<file path="config.mk">
export PLATFORM = sky130hd
export DESIGN_NAME = ovf_detector_dr_seq_flat
export DESIGN_NICKNAME = d
export VERILOG_FILES = /design/src/rtl/ovf_detector_dr_seq_if.sv /design/src/rtl/ovf_detector_dr_seq.sv /design/src/flat_wrapper.sv
export SDC_FILE = /design/constraint.sdc
export NUM_CORES = 1
export LEC_CHECK = 0
export BUFFER_PORTS_ARGS = -buffer_cell sky130_fd_sc_hd__buf_4
export CAP_MARGIN = 10
export CORE_MARGIN = 5
export CORE_UTILIZATION = 46
export CTS_BUF_LIST = sky130_fd_sc_hd__clkbuf_4 sky130_fd_sc_hd__clkbuf_8
export CTS_CLUSTER_DIAMETER = 200
export CTS_CLUSTER_SIZE = 20
export DETAILED_ROUTE_END_ITERATION = 8
export GPL_TIMING_DRIVEN = 1
export PLACE_DENSITY = 0.79
export SYNTH_ARGS = -nofsm -noshare
export SYNTH_HDL_FRONTEND = slang
export SYNTH_SLANG_ARGS = --single-unit
export TNS_END_PERCENT = 100
</file>
<file path="constraint.sdc">
create_clock -name clk -period 1.9 [get_ports clk]
set_input_delay 0.38 -clock clk [delete_from_list [all_inputs] [get_ports clk]]
set_output_delay 0.38 -clock clk [all_outputs]
set_load 0.02 [all_outputs]
</file>
<file path="src/rtl/ovf_detector_dr_seq_if.sv">
// Bundle of the dual-rail operand, select, control and status signals
// for ovf_detector_dr_seq. The master modport drives operands and the
// slave modport is the detector itself.
interface ovf_detector_dr_seq_if #(
  parameter int unsigned W     = 8,
  parameter int unsigned CNT_W = 8
);
  logic [2*W-1:0]   a_dr;
  logic [2*W-1:0]   b_dr;
  logic [2*W-1:0]   res_dr;
  logic [3:0]       sel_dr;
  logic             clr;
  logic [1:0]       ovf_dr;
  logic             ko;
  logic             err;
  logic [CNT_W-1:0] ovf_cnt;
  logic             ovf_sticky;

  modport master (
    output a_dr, b_dr, res_dr, sel_dr, clr,
    input  ovf_dr, ko, err, ovf_cnt, ovf_sticky
  );

  modport slave (
    input  a_dr, b_dr, res_dr, sel_dr, clr,
    output ovf_dr, ko, err, ovf_cnt, ovf_sticky
  );
endinterface

</file>
<file path="src/rtl/ovf_detector_dr_seq.sv">
// Clocked dual-rail overflow detector with a four-phase DATA/NULL
// handshake (ko), sticky illegal-code flag and saturating overflow
// event counter.
// Optional feature: define OVF_DETECTOR_STICKY_EN to enable the sticky
// overflow flag; otherwise ovf_sticky is tied low.
module ovf_detector_dr_seq #(
  parameter int unsigned W     = 8,
  parameter int unsigned CNT_W = 8
) (
  input logic                  clk,
  input logic                  rst,
  ovf_detector_dr_seq_if.slave bus
);

  localparam logic [0:0] WAIT_DATA = 1'b0;
  localparam logic [0:0] HOLD_DATA = 1'b1;

  // Number of rail pairs in the full input set: A, B, result and 2 select bits.
  localparam int unsigned NP = 3 * W + 2;

  logic [2*NP-1:0]  pairs;
  logic             any_ill;
  logic             all_data;
  logic             all_null;
  logic             ovf;
  logic             count_evt;

  logic [0:0]       state_q, state_d;
  logic [1:0]       ovf_dr_q, ovf_dr_d;
  logic             ko_q, ko_d;
  logic             err_q, err_d;
  logic [CNT_W-1:0] ovf_cnt_q, ovf_cnt_d;

  assign pairs = {bus.sel_dr, bus.res_dr, bus.b_dr, bus.a_dr};

  // Classify the whole input set as complete DATA, all NULL, or carrying an illegal code.
  always_comb begin
    any_ill  = 1'b0;
    all_data = 1'b1;
    all_null = 1'b1;
    for (int unsigned i = 0; i < NP; i++) begin
      case (pairs[2*i +: 2])
        2'b00:   all_data = 1'b0;
        2'b11: begin
          any_ill  = 1'b1;
          all_data = 1'b0;
          all_null = 1'b0;
        end
        default: all_null = 1'b0;
      endcase
    end
  end

  // Signed overflow from the MSB true rails; only meaningful when the set is complete.
  always_comb begin
    ovf = 1'b0;
    if (!bus.sel_dr[3]) begin
      if (bus.sel_dr[1])
        ovf = (bus.a_dr[2*W-1] != bus.b_dr[2*W-1]) && (bus.res_dr[2*W-1] != bus.a_dr[2*W-1]);
      else
        ovf = (bus.a_dr[2*W-1] == bus.b_dr[2*W-1]) && (bus.res_dr[2*W-1] != bus.a_dr[2*W-1]);
    end
  end

  // Handshake FSM, error flag and counter next-state; clr overrides same-edge updates.
  always_comb begin
    state_d   = state_q;
    ovf_dr_d  = ovf_dr_q;
    ko_d      = ko_q;
    err_d     = err_q;
    ovf_cnt_d = ovf_cnt_q;
    count_evt = 1'b0;
    if (any_ill) begin
      err_d = 1'b1;
    end else begin
      case (state_q)
        WAIT_DATA: begin
          if (all_data) begin
            state_d   = HOLD_DATA;
            ovf_dr_d  = ovf ? 2'b10 : 2'b01;
            ko_d      = 1'b0;
            count_evt = ovf;
          end
        end
        HOLD_DATA: begin
          if (all_null) begin
            state_d  = WAIT_DATA;
            ovf_dr_d = 2'b00;
            ko_d     = 1'b1;
          end
        end
        default: state_d = WAIT_DATA;
      endcase
    end
    if (count_evt && (ovf_cnt_q != '1))
      ovf_cnt_d = ovf_cnt_q + 1'b1;
    if (bus.clr) begin
      err_d     = 1'b0;
      ovf_cnt_d = '0;
    end
  end

  // State registers with synchronous reset.
  always_ff @(posedge clk) begin
    if (rst) begin
      state_q   <= WAIT_DATA;
      ovf_dr_q  <= 2'b00;
      ko_q      <= 1'b1;
      err_q     <= 1'b0;
      ovf_cnt_q <= '0;
    end else begin
      state_q   <= state_d;
      ovf_dr_q  <= ovf_dr_d;
      ko_q      <= ko_d;
      err_q     <= err_d;
      ovf_cnt_q <= ovf_cnt_d;
    end
  end

`ifdef OVF_DETECTOR_STICKY_EN
  logic ovf_sticky_q, ovf_sticky_d;

  // Sticky overflow: set on each counted overflow, cleared by clr with priority.
  always_comb begin
    ovf_sticky_d = ovf_sticky_q;
    if (count_evt)
      ovf_sticky_d = 1'b1;
    if (bus.clr)
      ovf_sticky_d = 1'b0;
  end

  // Sticky flag register with synchronous reset.
  always_ff @(posedge clk) begin
    if (rst)
      ovf_sticky_q <= 1'b0;
    else
      ovf_sticky_q <= ovf_sticky_d;
  end

  assign bus.ovf_sticky = ovf_sticky_q;
`else
  assign bus.ovf_sticky = 1'b0;
`endif

  assign bus.ovf_dr  = ovf_dr_q;
  assign bus.ko      = ko_q;
  assign bus.err     = err_q;
  assign bus.ovf_cnt = ovf_cnt_q;

endmodule

</file>
<file path="src/flat_wrapper.sv">
// flat-port wrapper written by rule: the top's interface ports become plain ports
module ovf_detector_dr_seq_flat 
#(
  parameter int unsigned W     = 8,
  parameter int unsigned CNT_W = 8
)
  (clk, rst, bus_a_dr, bus_b_dr, bus_res_dr, bus_sel_dr, bus_clr, bus_ovf_dr, bus_ko, bus_err, bus_ovf_cnt, bus_ovf_sticky);
  ovf_detector_dr_seq_if #(.W(W), .CNT_W(CNT_W)) bus_i ();
  input logic clk;
  input logic rst;
  input wire logic [$bits(bus_i.a_dr)-1:0] bus_a_dr;
  input wire logic [$bits(bus_i.b_dr)-1:0] bus_b_dr;
  input wire logic [$bits(bus_i.res_dr)-1:0] bus_res_dr;
  input wire logic [$bits(bus_i.sel_dr)-1:0] bus_sel_dr;
  input wire logic [$bits(bus_i.clr)-1:0] bus_clr;
  output wire logic [$bits(bus_i.ovf_dr)-1:0] bus_ovf_dr;
  output wire logic [$bits(bus_i.ko)-1:0] bus_ko;
  output wire logic [$bits(bus_i.err)-1:0] bus_err;
  output wire logic [$bits(bus_i.ovf_cnt)-1:0] bus_ovf_cnt;
  output wire logic [$bits(bus_i.ovf_sticky)-1:0] bus_ovf_sticky;
  assign bus_i.a_dr = bus_a_dr;
  assign bus_i.b_dr = bus_b_dr;
  assign bus_i.res_dr = bus_res_dr;
  assign bus_i.sel_dr = bus_sel_dr;
  assign bus_i.clr = bus_clr;
  assign bus_ovf_dr = bus_i.ovf_dr;
  assign bus_ko = bus_i.ko;
  assign bus_err = bus_i.err;
  assign bus_ovf_cnt = bus_i.ovf_cnt;
  assign bus_ovf_sticky = bus_i.ovf_sticky;
  ovf_detector_dr_seq #(.W(W), .CNT_W(CNT_W)) u_core (.clk(clk), .rst(rst), .bus(bus_i));
endmodule
</file>
==> out/qor.csv <==
metric;value;unit
maxSlewViolCount;0;
switching_power;0.259;mW
htree_num_levels;1;
worst_slack;-0.0989;ns
path_clk_slew;0.06;ns
ys_types;36;
antennaDiodeCount;0;
status;finished with violations;
violations;setup timing;
ys_seq_area_frac;0.153;
fp.dieH;70.8;um
leakagePower;1.41;nW
drt_wl_total;5560;um
numClockSinks;13;
setup_tns;-0.672;ns
crit_chain;buf_8 -> inv_4 -> ha_4 -> nand4_1 -> nor4_4 -> nand4_4 -> or4_1 -> a21oi_1;
cap_violations;0;
synth_cells;212;
worstSetupPathType;input pin to flop;
swShare;0.292;
cts_max_path_buffers;2;
p_int;0.628;mW
required;2.07;ns
synth_xor_area_frac;0.00515;
cp_max_fo;7;
num_io_pins;68;
worst_clock_skew;0.00203;ns
start_util;0.471;
ir_worst_vdd;0.000335;V
grt_pass1_wl;8690;um
cts_tree;built;
setup-violations-final;10;
synth_top_family_by_area;adder cells;
synth_top_area_frac;0.390;
synth_compound_area_frac;0.0758;
cp_slowest_cell;or4_1;
fmax;500;MHz
grt_usage;0.215;
layout_commonest_cell;buf_4;
critPathLaunchType;input pin;
place.gp.congestion;0.823;
clock_power_share;0.294;
core;3610;um2
synthAdderAreaFrac;0.390;
ys_ff_latch;13;
rsz0062_at_grt;true;
io_buffers;66;
drc;0;
end_kind;flop;
timing.final.hold_violations;0;
via_per_inst;5.25;
fin_crit_sh;1.05;
syn_nets;320;
final_cell_count_no_fill;346;
cts_buffers;3;
placementRows;22;
critPathTopFamily;simple AND/OR/NAND/NOR gates;
root_buffer;clkbuf_8;
synthTopCellsByArea;ha_1 39%, dfxtp_1 15%, inv_1 12%;
avgSynthCellArea;8.01;um2
crit_arrival;2.17;ns
power_frac_seq;0.310;
drtAntennaViolNets;0;
grt_pass1_vias;1880;
final_nets;407;
grt_max_degree;9;
dieWidth;70.8;um
syn_area;1700;um2
hp-class;input pin to flop;
clk_latency;0.24;ns
slowest_delay;0.45;ns
mostFrequentLayoutCells;66 x buf_4, 42 x ha_1, 32 x inv_1;
grt_overflow;0;
p_per_area;318;nW/um2
yosys.area_share.simple;0.228;
wl_per_cell;16.1;um
placedCellCount;340;
ys.warnings.count;0;
num_vias;1816;
drive_above_1_share;0.470;
period_minus_slack;2.00;ns
antenna_found_initial;0;
synthMuxAreaShare;0.0125;
pwr-share-comb;0.396;
dieArea;5010;um2
firstDrtPassIters;4;
drtIter0Drc;62;
hpwl;3800;um
cp_num_buf_inv;2;
synth_top_cell_by_area;ha_1;
syn2layout_area_growth;64.3;%
-- layer usage --
metal  routed length (um)  vias to the layer above  global-route usage
met1                 2130                      845               0.246
li1                     -                      894                   -
met4                  197                        0              0.0605
met5                    0                        -                   0
met2                 3060                       60               0.415
met3                  174                       17              0.0227
-- cell type report --
| type | instances | area, um2 |
|---|---|---|
| Sequential cell | 13 | 260 |
| Fill cell | 238 | 815 |
| Clock buffer | 4 | 48.8 |
| Timing Repair Buffer | 85 | 747 |
| Tap cell | 48 | 60.1 |
| Inverter | 56 | 243 |
| Multi-Input combinational cell | 140 | 1430 |
-- power by group through the flow --
stage	Clock (mW)	Sequential, mW	Combinational, mW
after floorplan	0	0.282	0.102
after global placement	0	0.280	0.257
after detailed placement	0	0.281	0.264
after CTS	0.264	0.275	0.308
after global routing	0.288	0.275	0.389
final	0.261	0.275	0.351
-- registers in the layout, indices dropped and copies added, names as in the netlist --
signal and flops:
u_core.bus.ko 1, u_core.bus.ovf_cnt 8, u_core.state_q 1, u_core.bus.err 1
u_core.bus.ovf_dr 2
-- metrics by stage --
stage / power (mW) / utilization / worst slack (ns) / cell area, um2 / hold WS, ns
after floorplan: 0.384 / - / 0.00432 / 1710 / 0.449
after global placement: 0.538 / 0.658 / -0.292 / 2370 / 0.468
after detailed placement: 0.545 / 0.658 / -0.377 / 2370 / 0.473
after CTS: 0.846 / 0.731 / -0.0386 / 2640 / 0.348
after global routing: 0.951 / 0.774 / -0.189 / 2790 / 0.347
final: 0.887 / 0.774 / -0.0989 / 2790 / 0.353
-- kinds of logic after synthesis --
kind of cell,Yosys count
mux,2
simple gates,63
other cells,1
compound gates,20
buf+inv,59
fa+ha+maj,53
xor+xnor,1
flops,13
-- final timing paths --
path                                 startpoint                                 end  slack [ns]  depth (start not counted)
max reg2reg  u_core.bus.ovf_cnt[0]$_SDFFE_PP0P_  u_core.bus.ovf_cnt[6]$_SDFFE_PP0P_        0.25                          5
max                                 bus_b_dr[7]  u_core.bus.ovf_cnt[6]$_SDFFE_PP0P_        -0.1                          8
min                                         rst         u_core.state_q$_SDFFE_PP0P_        0.35                          2
min reg2reg         u_core.bus.err$_SDFFE_PP0N_         u_core.bus.err$_SDFFE_PP0N_        0.50                          2
-- Yosys cell counts, drive strengths merged --
cell    instances
nand3           8
buf             2
inv            56
conb            1
nor3b           2
nor3            3
ha             53
nand3b          1
nand2b          1
a21o            1
nor2            3
a21oi           5
nand4          17
dfxtp          13
clkbuf          1
o31ai           5
or3             5
a31oi           3
o21bai          1
a211oi          1
mux2            1
mux2i           1
nor4            9
or4             3
o21ai           2
and4            2
nand2           6
xnor2           1
or2             1
o211ai          2
and3            2
-- repair_timing --
| item | CTS | global route |
|---|---|---|
| endpoints found under the setup margin | 9 | 12 |
| setup buffers | 2 | 1 |
| hold buffers | 0 | 0 |
| pin swaps | 23 | 14 |
| gates resized for setup | 48 | 43 |
Note: power is estimated with default switching activity, not from simulation.
